<file path="src/rtl/div_issue_ctrl_if.sv">
`default_nettype none
// ============================================================================
// Module   : div_issue_ctrl_if
// Brief    : Pipeline request and iterative-divider handshake bundle for
//            div_issue_ctrl.
// Revision : 1.0 - initial release
// ============================================================================
interface div_issue_ctrl_if;
    logic        req_valid;
    logic        req_signed;
    logic [31:0] req_rs;
    logic [31:0] req_rt;
    logic        flush;
    logic        stall;
    logic        div_start;
    logic        div_op;
    logic [31:0] dividend;
    logic [31:0] divisor;
    logic [63:0] div_result;
    logic        div_end;
    logic        hilo_we;
    logic [31:0] hi_wdata;
    logic [31:0] lo_wdata;
    logic        busy;
    logic        err_timeout;

    modport slave (
        input  req_valid, req_signed, req_rs, req_rt, flush, div_result, div_end,
        output stall, div_start, div_op, dividend, divisor, hilo_we,
               hi_wdata, lo_wdata, busy, err_timeout
    );

    modport master (
        output req_valid, req_signed, req_rs, req_rt, flush, div_result, div_end,
        input  stall, div_start, div_op, dividend, divisor, hilo_we,
               hi_wdata, lo_wdata, busy, err_timeout
    );
endinterface
`default_nettype wire

</file>
<file path="src/rtl/div_issue_ctrl.sv">
`default_nettype none
// ============================================================================
// Module   : div_issue_ctrl
// Brief    : Issues DIV/DIVU to a 34-cycle iterative divider, stalls the
//            pipeline and writes HI/LO; handles flush, divide-by-zero, timeout.
// Revision : 1.0 - initial release
// ============================================================================
module div_issue_ctrl #(
    parameter int unsigned TIMEOUT     = 64,
    parameter bit          DIV0_BYPASS = 1'b1
) (
    input wire              clk,
    input wire              reset,
    div_issue_ctrl_if.slave bus
);

    localparam int unsigned           c_CNT_W   = $clog2(TIMEOUT + 1);
    localparam logic [c_CNT_W-1:0]    c_CNT_MAX = c_CNT_W'(TIMEOUT);

    localparam logic [2:0] c_IDLE  = 3'd0;
    localparam logic [2:0] c_ISSUE = 3'd1;
    localparam logic [2:0] c_ARM   = 3'd2;
    localparam logic [2:0] c_WAIT  = 3'd3;
    localparam logic [2:0] c_DRAIN = 3'd4;
    localparam logic [2:0] c_RESP  = 3'd5;

    logic [2:0]         r_state;
    logic               r_op_signed;
    logic [31:0]        r_op_rs;
    logic [31:0]        r_op_rt;
    logic [31:0]        r_hi;
    logic [31:0]        r_lo;
    logic [c_CNT_W-1:0] r_cnt;
    logic               r_busy_seen;

    logic w_in_flight;
    logic w_drive;
    logic w_timeout;

    assign w_in_flight = (r_state == c_ARM) || (r_state == c_WAIT) || (r_state == c_DRAIN);
    assign w_drive     = w_in_flight || (r_state == c_ISSUE);
    assign w_timeout   = w_in_flight && (r_cnt == c_CNT_MAX);

    assign bus.stall       = bus.req_valid & ~bus.flush & (r_state != c_RESP);
    // A flush in ISSUE must keep the start pulse from ever reaching the divider
    assign bus.div_start   = (r_state == c_ISSUE) & ~bus.flush;
    assign bus.div_op      = w_drive & r_op_signed;
    assign bus.dividend    = w_drive ? r_op_rs : 32'd0;
    assign bus.divisor     = w_drive ? r_op_rt : 32'd0;
    assign bus.hilo_we     = (r_state == c_RESP) & ~bus.flush;
    assign bus.hi_wdata    = r_hi;
    assign bus.lo_wdata    = r_lo;
    assign bus.busy        = (r_state != c_IDLE);
    assign bus.err_timeout = w_timeout;

    always_ff @(posedge clk) begin
        if (reset) begin
            r_state     <= c_IDLE;
            r_op_signed <= 1'b0;
            r_op_rs     <= 32'd0;
            r_op_rt     <= 32'd0;
            r_hi        <= 32'd0;
            r_lo        <= 32'd0;
            r_cnt       <= '0;
            r_busy_seen <= 1'b0;
        end else begin
            case (r_state)
                c_IDLE: begin
                    if (bus.req_valid && !bus.flush) begin
                        r_op_signed <= bus.req_signed;
                        r_op_rs     <= bus.req_rs;
                        r_op_rt     <= bus.req_rt;
                        if (DIV0_BYPASS && (bus.req_rt == 32'd0)) begin
                            r_hi    <= bus.req_rs;
                            r_lo    <= 32'hFFFF_FFFF;
                            r_state <= c_RESP;
                        end else begin
                            r_state <= c_ISSUE;
                        end
                    end
                end
                c_ISSUE: begin
                    if (bus.flush) begin
                        r_state <= c_IDLE;
                    end else begin
                        r_cnt       <= '0;
                        r_busy_seen <= 1'b0;
                        r_state     <= c_ARM;
                    end
                end
                c_ARM: begin
                    if (w_timeout) begin
                        r_state <= c_IDLE;
                    end else begin
                        r_cnt <= r_cnt + 1'b1;
                        if (!bus.div_end) r_busy_seen <= 1'b1;
                        if (bus.flush)          r_state <= c_DRAIN;
                        else if (!bus.div_end)  r_state <= c_WAIT;
                    end
                end
                c_WAIT: begin
                    if (w_timeout) begin
                        r_state <= c_IDLE;
                    end else begin
                        r_cnt <= r_cnt + 1'b1;
                        if (bus.flush) begin
                            r_state <= c_DRAIN;
                        end else if (bus.div_end) begin
                            r_hi    <= bus.div_result[63:32];
                            r_lo    <= bus.div_result[31:0];
                            r_state <= c_RESP;
                        end
                    end
                end
                c_DRAIN: begin
                    // Divider must be seen busy then idle again before a new start is safe
                    if (w_timeout) begin
                        r_state <= c_IDLE;
                    end else begin
                        r_cnt <= r_cnt + 1'b1;
                        if (!bus.div_end) r_busy_seen <= 1'b1;
                        if (r_busy_seen && bus.div_end) r_state <= c_IDLE;
                    end
                end
                c_RESP: begin
                    r_state <= c_IDLE;
                end
                default: begin
                    r_state <= c_IDLE;
                end
            endcase
        end
    end

endmodule
`default_nettype wire

</file>
<file path="src/flat_wrapper.sv">
// flat-port wrapper written by rule: the top's interface ports become plain ports
module div_issue_ctrl_flat 
#(
    parameter int unsigned TIMEOUT     = 64,
    parameter bit          DIV0_BYPASS = 1'b1
)
  (clk, reset, bus_req_valid, bus_req_signed, bus_req_rs, bus_req_rt, bus_flush, bus_div_result, bus_div_end, bus_stall, bus_div_start, bus_div_op, bus_dividend, bus_divisor, bus_hilo_we, bus_hi_wdata, bus_lo_wdata, bus_busy, bus_err_timeout);
  div_issue_ctrl_if bus_i ();
  input wire clk;
  input wire reset;
  input wire logic [$bits(bus_i.req_valid)-1:0] bus_req_valid;
  input wire logic [$bits(bus_i.req_signed)-1:0] bus_req_signed;
  input wire logic [$bits(bus_i.req_rs)-1:0] bus_req_rs;
  input wire logic [$bits(bus_i.req_rt)-1:0] bus_req_rt;
  input wire logic [$bits(bus_i.flush)-1:0] bus_flush;
  input wire logic [$bits(bus_i.div_result)-1:0] bus_div_result;
  input wire logic [$bits(bus_i.div_end)-1:0] bus_div_end;
  output wire logic [$bits(bus_i.stall)-1:0] bus_stall;
  output wire logic [$bits(bus_i.div_start)-1:0] bus_div_start;
  output wire logic [$bits(bus_i.div_op)-1:0] bus_div_op;
  output wire logic [$bits(bus_i.dividend)-1:0] bus_dividend;
  output wire logic [$bits(bus_i.divisor)-1:0] bus_divisor;
  output wire logic [$bits(bus_i.hilo_we)-1:0] bus_hilo_we;
  output wire logic [$bits(bus_i.hi_wdata)-1:0] bus_hi_wdata;
  output wire logic [$bits(bus_i.lo_wdata)-1:0] bus_lo_wdata;
  output wire logic [$bits(bus_i.busy)-1:0] bus_busy;
  output wire logic [$bits(bus_i.err_timeout)-1:0] bus_err_timeout;
  assign bus_i.req_valid = bus_req_valid;
  assign bus_i.req_signed = bus_req_signed;
  assign bus_i.req_rs = bus_req_rs;
  assign bus_i.req_rt = bus_req_rt;
  assign bus_i.flush = bus_flush;
  assign bus_i.div_result = bus_div_result;
  assign bus_i.div_end = bus_div_end;
  assign bus_stall = bus_i.stall;
  assign bus_div_start = bus_i.div_start;
  assign bus_div_op = bus_i.div_op;
  assign bus_dividend = bus_i.dividend;
  assign bus_divisor = bus_i.divisor;
  assign bus_hilo_we = bus_i.hilo_we;
  assign bus_hi_wdata = bus_i.hi_wdata;
  assign bus_lo_wdata = bus_i.lo_wdata;
  assign bus_busy = bus_i.busy;
  assign bus_err_timeout = bus_i.err_timeout;
  div_issue_ctrl #(.TIMEOUT(TIMEOUT), .DIV0_BYPASS(DIV0_BYPASS)) u_core (.clk(clk), .reset(reset), .bus(bus_i));
endmodule
</file>
<file path="config.mk">
export PLATFORM = sky130hd
export DESIGN_NAME = div_issue_ctrl_flat
export DESIGN_NICKNAME = d
export VERILOG_FILES = /design/src/rtl/div_issue_ctrl_if.sv /design/src/rtl/div_issue_ctrl.sv /design/src/flat_wrapper.sv
export SDC_FILE = /design/constraint.sdc
export NUM_CORES = 1
export LEC_CHECK = 0
export ABC_AREA = 1
export BUFFER_PORTS_ARGS = -buffer_cell sky130_fd_sc_hd__buf_2
export CAP_MARGIN = 25
export CORE_MARGIN = 4
export CORE_UTILIZATION = 45
export CTS_CLUSTER_DIAMETER = 200
export DETAILED_ROUTE_END_ITERATION = 16
export PLACE_DENSITY = 0.75
export SLEW_MARGIN = 0
export SYNTH_ARGS = -nofsm -noshare
export SYNTH_HDL_FRONTEND = slang
export SYNTH_SLANG_ARGS = --single-unit
</file>
<file path="constraint.sdc">
create_clock -name clk -period 2.5 [get_ports clk]
set_input_delay 0.25 -clock clk [delete_from_list [all_inputs] [get_ports clk]]
set_output_delay 0.25 -clock clk [all_outputs]
set_load 0.03 [all_outputs]
</file>
==> results of run 1 <==
power by group through the flow:
stage	Sequential [mW]	Clock [mW]	Combinational, mW
after floorplan	3.02	0	2.42
after global placement	2.84	0	3.47
after detailed placement	2.84	0	3.51
after CTS	2.80	2.55	3.53
after global routing	2.84	2.65	3.95
final	2.80	2.51	3.58
Yosys cell counts:
master    number  area [um^2]
buf_6          3         33.8
nand2_4        1         11.3
o21bai_2       1         11.3
nor2_1       263          987
a21oi_1       75          375
or2_1          1         6.26
nor3_1         1         5.00
nand2_1      257          965
o21a_2         1         8.76
o21ai_2        2         17.5
buf_2         29          145
ha_1           2         25.0
nand2_2        2         12.5
nand3_1       79          395
o21ai_0       75          375
dfxtp_1      140         2800
inv_2          2         7.51
clkbuf_1      24         90.1
inv_1        124          465
buf_4         13         97.6
buf_1          3         11.3
clkinv_1       2         7.51
nor2_2         2         12.5
cells in the final DEF, fill, tap and decap left out, types with 2 or more instances in the layout:
master and count:
inv_2 3, nand3_1 79, nand2_2 3, clkinvlp_4 3, nand2_1 256, nor2_2 2
clkbuf_16 17, clkinv_4 3, a21oi_1 75, o21ai_2 2, dfxtp_1 140, inv_1 123
nor2_1 263, inv_6 2, o21ai_0 75, clkbuf_8 2, buf_2 267, clkinv_2 4
buf_12 5, ha_1 2, buf_4 11, bufinv_16 2
worst paths after layout:
path,end,slack [ns],cells after the start
setup reg to reg,u_core.r_op_rs[10],0.60,8
hold reg to reg,u_core.bus.lo_wdata[17],0.48,2
hold / removal,u_core.r_op_signed,0.09,3
setup / recovery,bus_divisor[29],0.24,9
cell families after synthesis:
kind of cell | count (synthesis) | share of synthesized area [%]
AOI/OAI and AO/OA | 154 | 11.5
adders and majority gates | 2 | 0.364
buffers and inverters | 200 | 12.5
DFF | 140 | 40.8
and+or+nand+nor | 606 | 34.9
flip-flops by register name (all words and copies together) (netlist names):
name,count
u_core.r_op_rt,32
u_core.r_busy_seen,1
u_core.r_op_rs,32
u_core.r_state,3
u_core.bus.lo_wdata,32
u_core.bus.hi_wdata,32
u_core.r_op_signed,1
u_core.r_cnt,7
layer usage:
| layer | vias up | GRT usage [%] |
|---|---|---|
| met5 | - | 0 |
| met4 | 0 | 9.98 |
| met3 | 45 | 4.97 |
| met2 | 234 | 39.3 |
| met1 | 3313 | 27.4 |
| li1 | 3842 | - |
through the flow:
step           power [mW]  util (%)  hold WS [ns]
6_report             8.89      60.0        0.0912
5_1_grt              9.44      60.0        0.0963
4_1_cts              8.88      59.9        0.0771
3_5_place_dp         6.36      55.8         0.463
3_3_place_gp         6.30      55.8         0.455
2_1_floorplan        5.43         -         0.319
tightest hold or removal path, delay by kind of cell:
kind	cells	cell delay [ns]
simple gates	1	0.08
buf+inv	1	0.07
compound gates	1	0.07
final cells by class:
type | instances | area, um^2
timing repair buffer | 283 | 1520
tap | 184 | 230
clock inverter | 13 | 141
clock buffer | 19 | 453
sequential | 140 | 2800
multi-input combinational | 762 | 3230
fill | 1500 | 5900
inverter | 128 | 482
repair_timing:
action,in CTS,in global routing
gates cloned,0,0
resized for setup,1,0
buffers inserted,0,3
pin swaps,0,1
endpoints found under the setup margin,11,19
==> metrics.yaml, run 1 <==
status:
  status: "completed"
yosys:
  syn_area_um2: 6870
  yosysWarnings: 0
  synth-seq-cells: 140
  ys_types: 23
  ys_seq_area_share_pct: 40.8
  syn-num-nets: 1238
  synthCells: 1102
  avgSynthCellArea_um2: 6.23
placement:
  place_worst_setup_slack_ns: 0.452
  io_buffers: 267
  place_congestion: 0.889
  placed_area_um2: 8240
  place_hpwl_um: 14500
  place_inst: 1494
timing:
  tightest_slew_ns: 0.961
  max_freq_mhz: 443
  worst_slack_ns: 0.245
  slew_viol_final: 0
  fin_tns_setup_ns: 0
  finClkSkew_ns: 0.00700
  rsz0062_at_grt: "false"
  fin_crit_sh_pct: 90.2
  final_hold_viol_count: 0
  setup_viol: 0
  maxSlewHeadroom_pct: 36.0
  post-route-min-period_ns: 2.26
clock_network:
  insertion_delay_ns: 0.42
  htreeDepth: 4
  clockBufferDepth: 2
  clock_sinks: 140
  ctsHoldBuffers: 0
  cts-buffers-inserted: 17
  cts_root_buf: "clkbuf_16"
  clkTransAtPathRegs_ns: 0.06
  cts_tree: "done"
critical_path:
  start_kind: "register"
  cp-startpoint: "u_core.r_state[1]"
  crit_slowest_cell: "dfxtp_1"
  cp_max_fo: 18
  cp-end-kind: "output pin"
  critPathKind: "reg2out"
  cp_cell_sequence: "inv_2, nor2_2, inv_1, nand2_4, or2_4, buf_4, nand2_1, inv_1, buf_2"
  critPathBufInv: 5
  cp.required_ns: 2.25
  worstPathArrival_ns: 2.01
  max_stage_delay_ns: 0.38
  path_delay_family: "buffers and inverters"
  r2r-start: "u_core.r_state[0]"
  cp_common_cell: "inv_1"
die:
  start_util_pct: 46.6
  fp.dieArea_um2: 17300
  rows: 44
  num_io_pins: 268
  die_x_um: 132
  die_h_um: 132
  core_region_area_um2: 14800
drt:
  routed_wl_um: 20500
  wl_per_cell_um: 13.4
  met1Wirelength_um: 8700
  vias: 7434
  dr.pass1.iters: 4
  wl_met2_um: 10000
  drtAntennaViolNets: 0
  wl_met3_um: 1190
  drtIter0Drc: 490
  viasPerCell: 4.86
  top_layer: "met4"
  drc_errors: 0
finish:
  diodes: 0
  fin_cells: 1529
  drive_gt1_share_pct: 24.5
  nets: 1468
  final_area_um2: 8850
  syn_to_final_growth_pct: 28.9
power_and_ir_drop:
  p_int_mw: 5.20
  seq_power_share_pct: 31.5
  total_leakage_power_nw: 4.98
  p_switching_mw: 3.69
  cellPowerDensity_nw_per_um2: 1000
  pwr-share-clk_pct: 28.2
  pwr-share-comb_pct: 40.3
  switching_share_pct: 41.5
  irDropWorstVdd_mv: 0.603
global_routing:
  gr-total-overflow: 0
  antenna_found_initial: 0
  grt_pass1_wl_um: 32600
  track_usage_pct: 22.8
  grt_pass1_vias: 6602
  grt_max_degree: 95
min_path:
  hp-start: "bus_req_signed"
  hold_class: "in2reg"
run:
  drv_cap: 0
No activity file was read; power rests on OpenSTA's default activity.
==> run 2: changes to the inputs <==
--- a/config.mk
+++ b/config.mk
@@ -12,6 +12,7 @@
 export CORE_UTILIZATION = 45
 export CTS_CLUSTER_DIAMETER = 200
 export DETAILED_ROUTE_END_ITERATION = 16
+export MAX_ROUTING_LAYER = met4
 export PLACE_DENSITY = 0.75
 export SLEW_MARGIN = 0
 export SYNTH_ARGS = -nofsm -noshare
==> run 2 against run 1 <==
Clock skew down 0.00057 ns. Setup slack got worse by 0.027 ns. Critical path depth is the same. Wire length down 0.61%. Fmax is 1.2% lower. Register-to-register slack worse by 0.06 ns. Total power is 2.6% lower. Sequential share of layout area up 0.20 points. Clock-buffer cell count did not move. Sequential power about the same. Critical path type unchanged. Highest routed layer unchanged.
==> metrics.yaml, run 2 (synthesis gave the netlist of run 1 again) <==
critical_path:
  cp.required_ns: 2.25  # about the same
  critPathKind: "reg2out"  # unchanged
  worstPathArrival_ns: 2.03  # was 2.01 ns
  crit_cells: 9  # unchanged
  cp_common_cell: "inv_1"  # unchanged
  cp-end-kind: "output pin"  # unchanged
  cp_max_fo: 18  # unchanged
  crit_slowest_cell: "dfxtp_1"  # unchanged
  max_stage_delay_ns: 0.38  # about the same
  critPathBufInv: 5  # unchanged
  start_kind: "register"  # unchanged
  path_delay_family: "buffers and inverters"  # unchanged
  worst-r2r-cell-count: 9  # was 8
  cp_cell_sequence: "inv_2, nor2_2, inv_1, nand2_4, or2_4, buf_4, nand2_1, inv_1, buf_2"  # unchanged
timing:
  finClkSkew_ns: 0.00644  # was 0.00700 ns
  maxSlewHeadroom_pct: 63.9  # was 36.0%
  fin_tns_setup_ns: 0  # unchanged
  tightest_slew_ns: 0.541  # was 0.961 ns
  max_freq_mhz: 438  # was 443 MHz
  slew_viol_final: 0  # unchanged
  rsz0062_at_grt: "false"  # unchanged
  hold_slack_ns: 0.0813  # was 0.0912 ns
  final_hold_viol_count: 0  # unchanged
  setup_viol: 0  # unchanged
  fin_crit_sh_pct: 91.3  # was 90.2%
  post-route-min-period_ns: 2.28  # was 2.26 ns
die:
  core_region_area_um2: 14800  # unchanged
  rows: 44  # unchanged
  die_x_um: 132  # unchanged
  die_h_um: 132  # unchanged
  fp.dieArea_um2: 17300  # unchanged
  num_io_pins: 268  # unchanged
  start_util_pct: 46.6  # unchanged
power_and_ir_drop:
  irDropWorstVdd_mv: 0.509  # was 0.603 mV
  cellPowerDensity_nw_per_um2: 985  # was 1000 nW/um^2
  total_leakage_power_nw: 4.96  # was 4.98 nW
status:
  status: "completed"  # unchanged
global_routing:
  track_usage_pct: 23.1  # was 22.8%
  antenna_found_initial: 1  # was 0
  grt_pass1_vias: 6328  # was 6,602
  grt_pass1_wl_um: 32000  # was 32,600 um
  grt_max_degree: 102  # was 95
  gr-total-overflow: 0  # unchanged
finish:
  layout_common_cells: "267 x buf_2, 263 x nor2_1, 256 x nand2_1"  # unchanged
  multiInputGateArea_um2: 3230  # unchanged
  syn_to_final_growth_pct: 28.1  # was 28.9%
  register_area_um2: 2800  # unchanged
  fillerInstances: 1497  # was 1,500
  drive_gt1_share_pct: 24.6  # was 24.5%
  mostFrequentLayoutCell: "buf_2"  # unchanged
  nets: 1469  # was 1,468
placement:
  io_buffers: 267  # unchanged
  place_congestion: 0.885  # was 0.889
  place_hpwl_um: 14700  # was 14,500 um
drt:
  drtAntennaViolNets: 0  # unchanged
  routed_wl_um: 20400  # was 20,500 um
  drc_errors: 0  # unchanged
  vias: 7381  # was 7,434
  viasPerCell: 4.82  # was 4.86
  drtIter0Drc: 504  # was 490
  dr.pass1.iters: 6  # was 4
  wl_per_cell_um: 13.3  # was 13.4 um
clock_network:
  insertion_delay_ns: 0.42  # about the same
  cts-buffers-inserted: 17  # unchanged
  clkTransAtPathRegs_ns: 0.06  # about the same
  cts_root_buf: "clkbuf_16"  # unchanged
  clockBufferDepth: 2  # unchanged
  clock_sinks: 140  # unchanged
  htreeDepth: 4  # unchanged
  cts_tree: "done"  # unchanged
  postCtsSetupBuffers: 0  # unchanged
  ctsHoldBuffers: 0  # unchanged
min_path:
  min_delay_path_depth: 3  # unchanged
  hold_class: "in2reg"  # unchanged
run:
  drv_cap: 0  # unchanged
run 2: cell types whose count changed in the layout (fill, tap and decap cells not counted):
cell / before / now
inv_6: 2 / 0
clkinv_4: 3 / 0
clkinv_2: 4 / 9
buf_4: 11 / 14
buf_12: 5 / 3
bufinv_16: 2 / 1
diode_2: 0 / 1
clkinvlp_4: 3 / 4
run 2: power by group:
part	total [mW]	switching [mW]	internal, mW
Clock	2.36	0.960	1.40
Combinational	3.50	2.48	1.02
Sequential	2.80	0.205	2.60
run 2: cell type report:
type | count | share of cell area [%]
flip-flops and latches | 140 | 31.9
well taps | 184 | 2.62
repair buffers | 284 | 17.1
clock inverters | 13 | 1.14
multi-input cells | 762 | 36.7
inverters | 128 | 5.47
clock buffers | 19 | 5.15
diodes | 1 | 0.0284
run 2: metal layers:
metal	GRT usage, %	part of all wire (%)
met2	37.8	49
met1	28.1	43
met3	5.31	6.5
met4	8.11	2.2
met5	-	0
run 2: per-stage QoR:
| stage | utilization [%] | setup slack [ns] | cell area (um^2) | power, mW | instances |
|---|---|---|---|---|---|
| after floorplan | - | 0.852 | 6870 | 5.43 | 1102 |
| after global placement | 55.9 | 0.599 | 8240 | 6.29 | 1498 |
| after detailed placement | 55.9 | 0.538 | 8240 | 6.33 | 1498 |
| after CTS | 59.6 | 0.0761 | 8790 | 8.70 | 1530 |
| after global routing | 59.6 | 0.0371 | 8800 | 9.20 | 1531 |
| final | 59.6 | 0.218 | 8800 | 8.67 | 1531 |
run 2: timing repair:
item | CTS | global route
setup endpoints to repair | 0 | 41
hold endpoints to repair | 0 | 0
gates resized for setup | 0 | 1
run 2: path summary, 6_finish.rpt:
check / startpoint / to / slack [ns]
setup / recovery: u_core.r_state[1] / bus_divisor[27] / 0.22
hold / removal: bus_req_signed / u_core.r_op_signed / 0.08
hold reg to reg: u_core.bus.hi_wdata[13] / u_core.bus.hi_wdata[13] / 0.47
setup reg to reg: u_core.r_state[2] / u_core.bus.hi_wdata[2] / 0.54
run 2: tightest hold or removal path: stages:
cell and delay (ns):
buf_2 0.07, o21ai_0 0.07, nor2_1 0.07
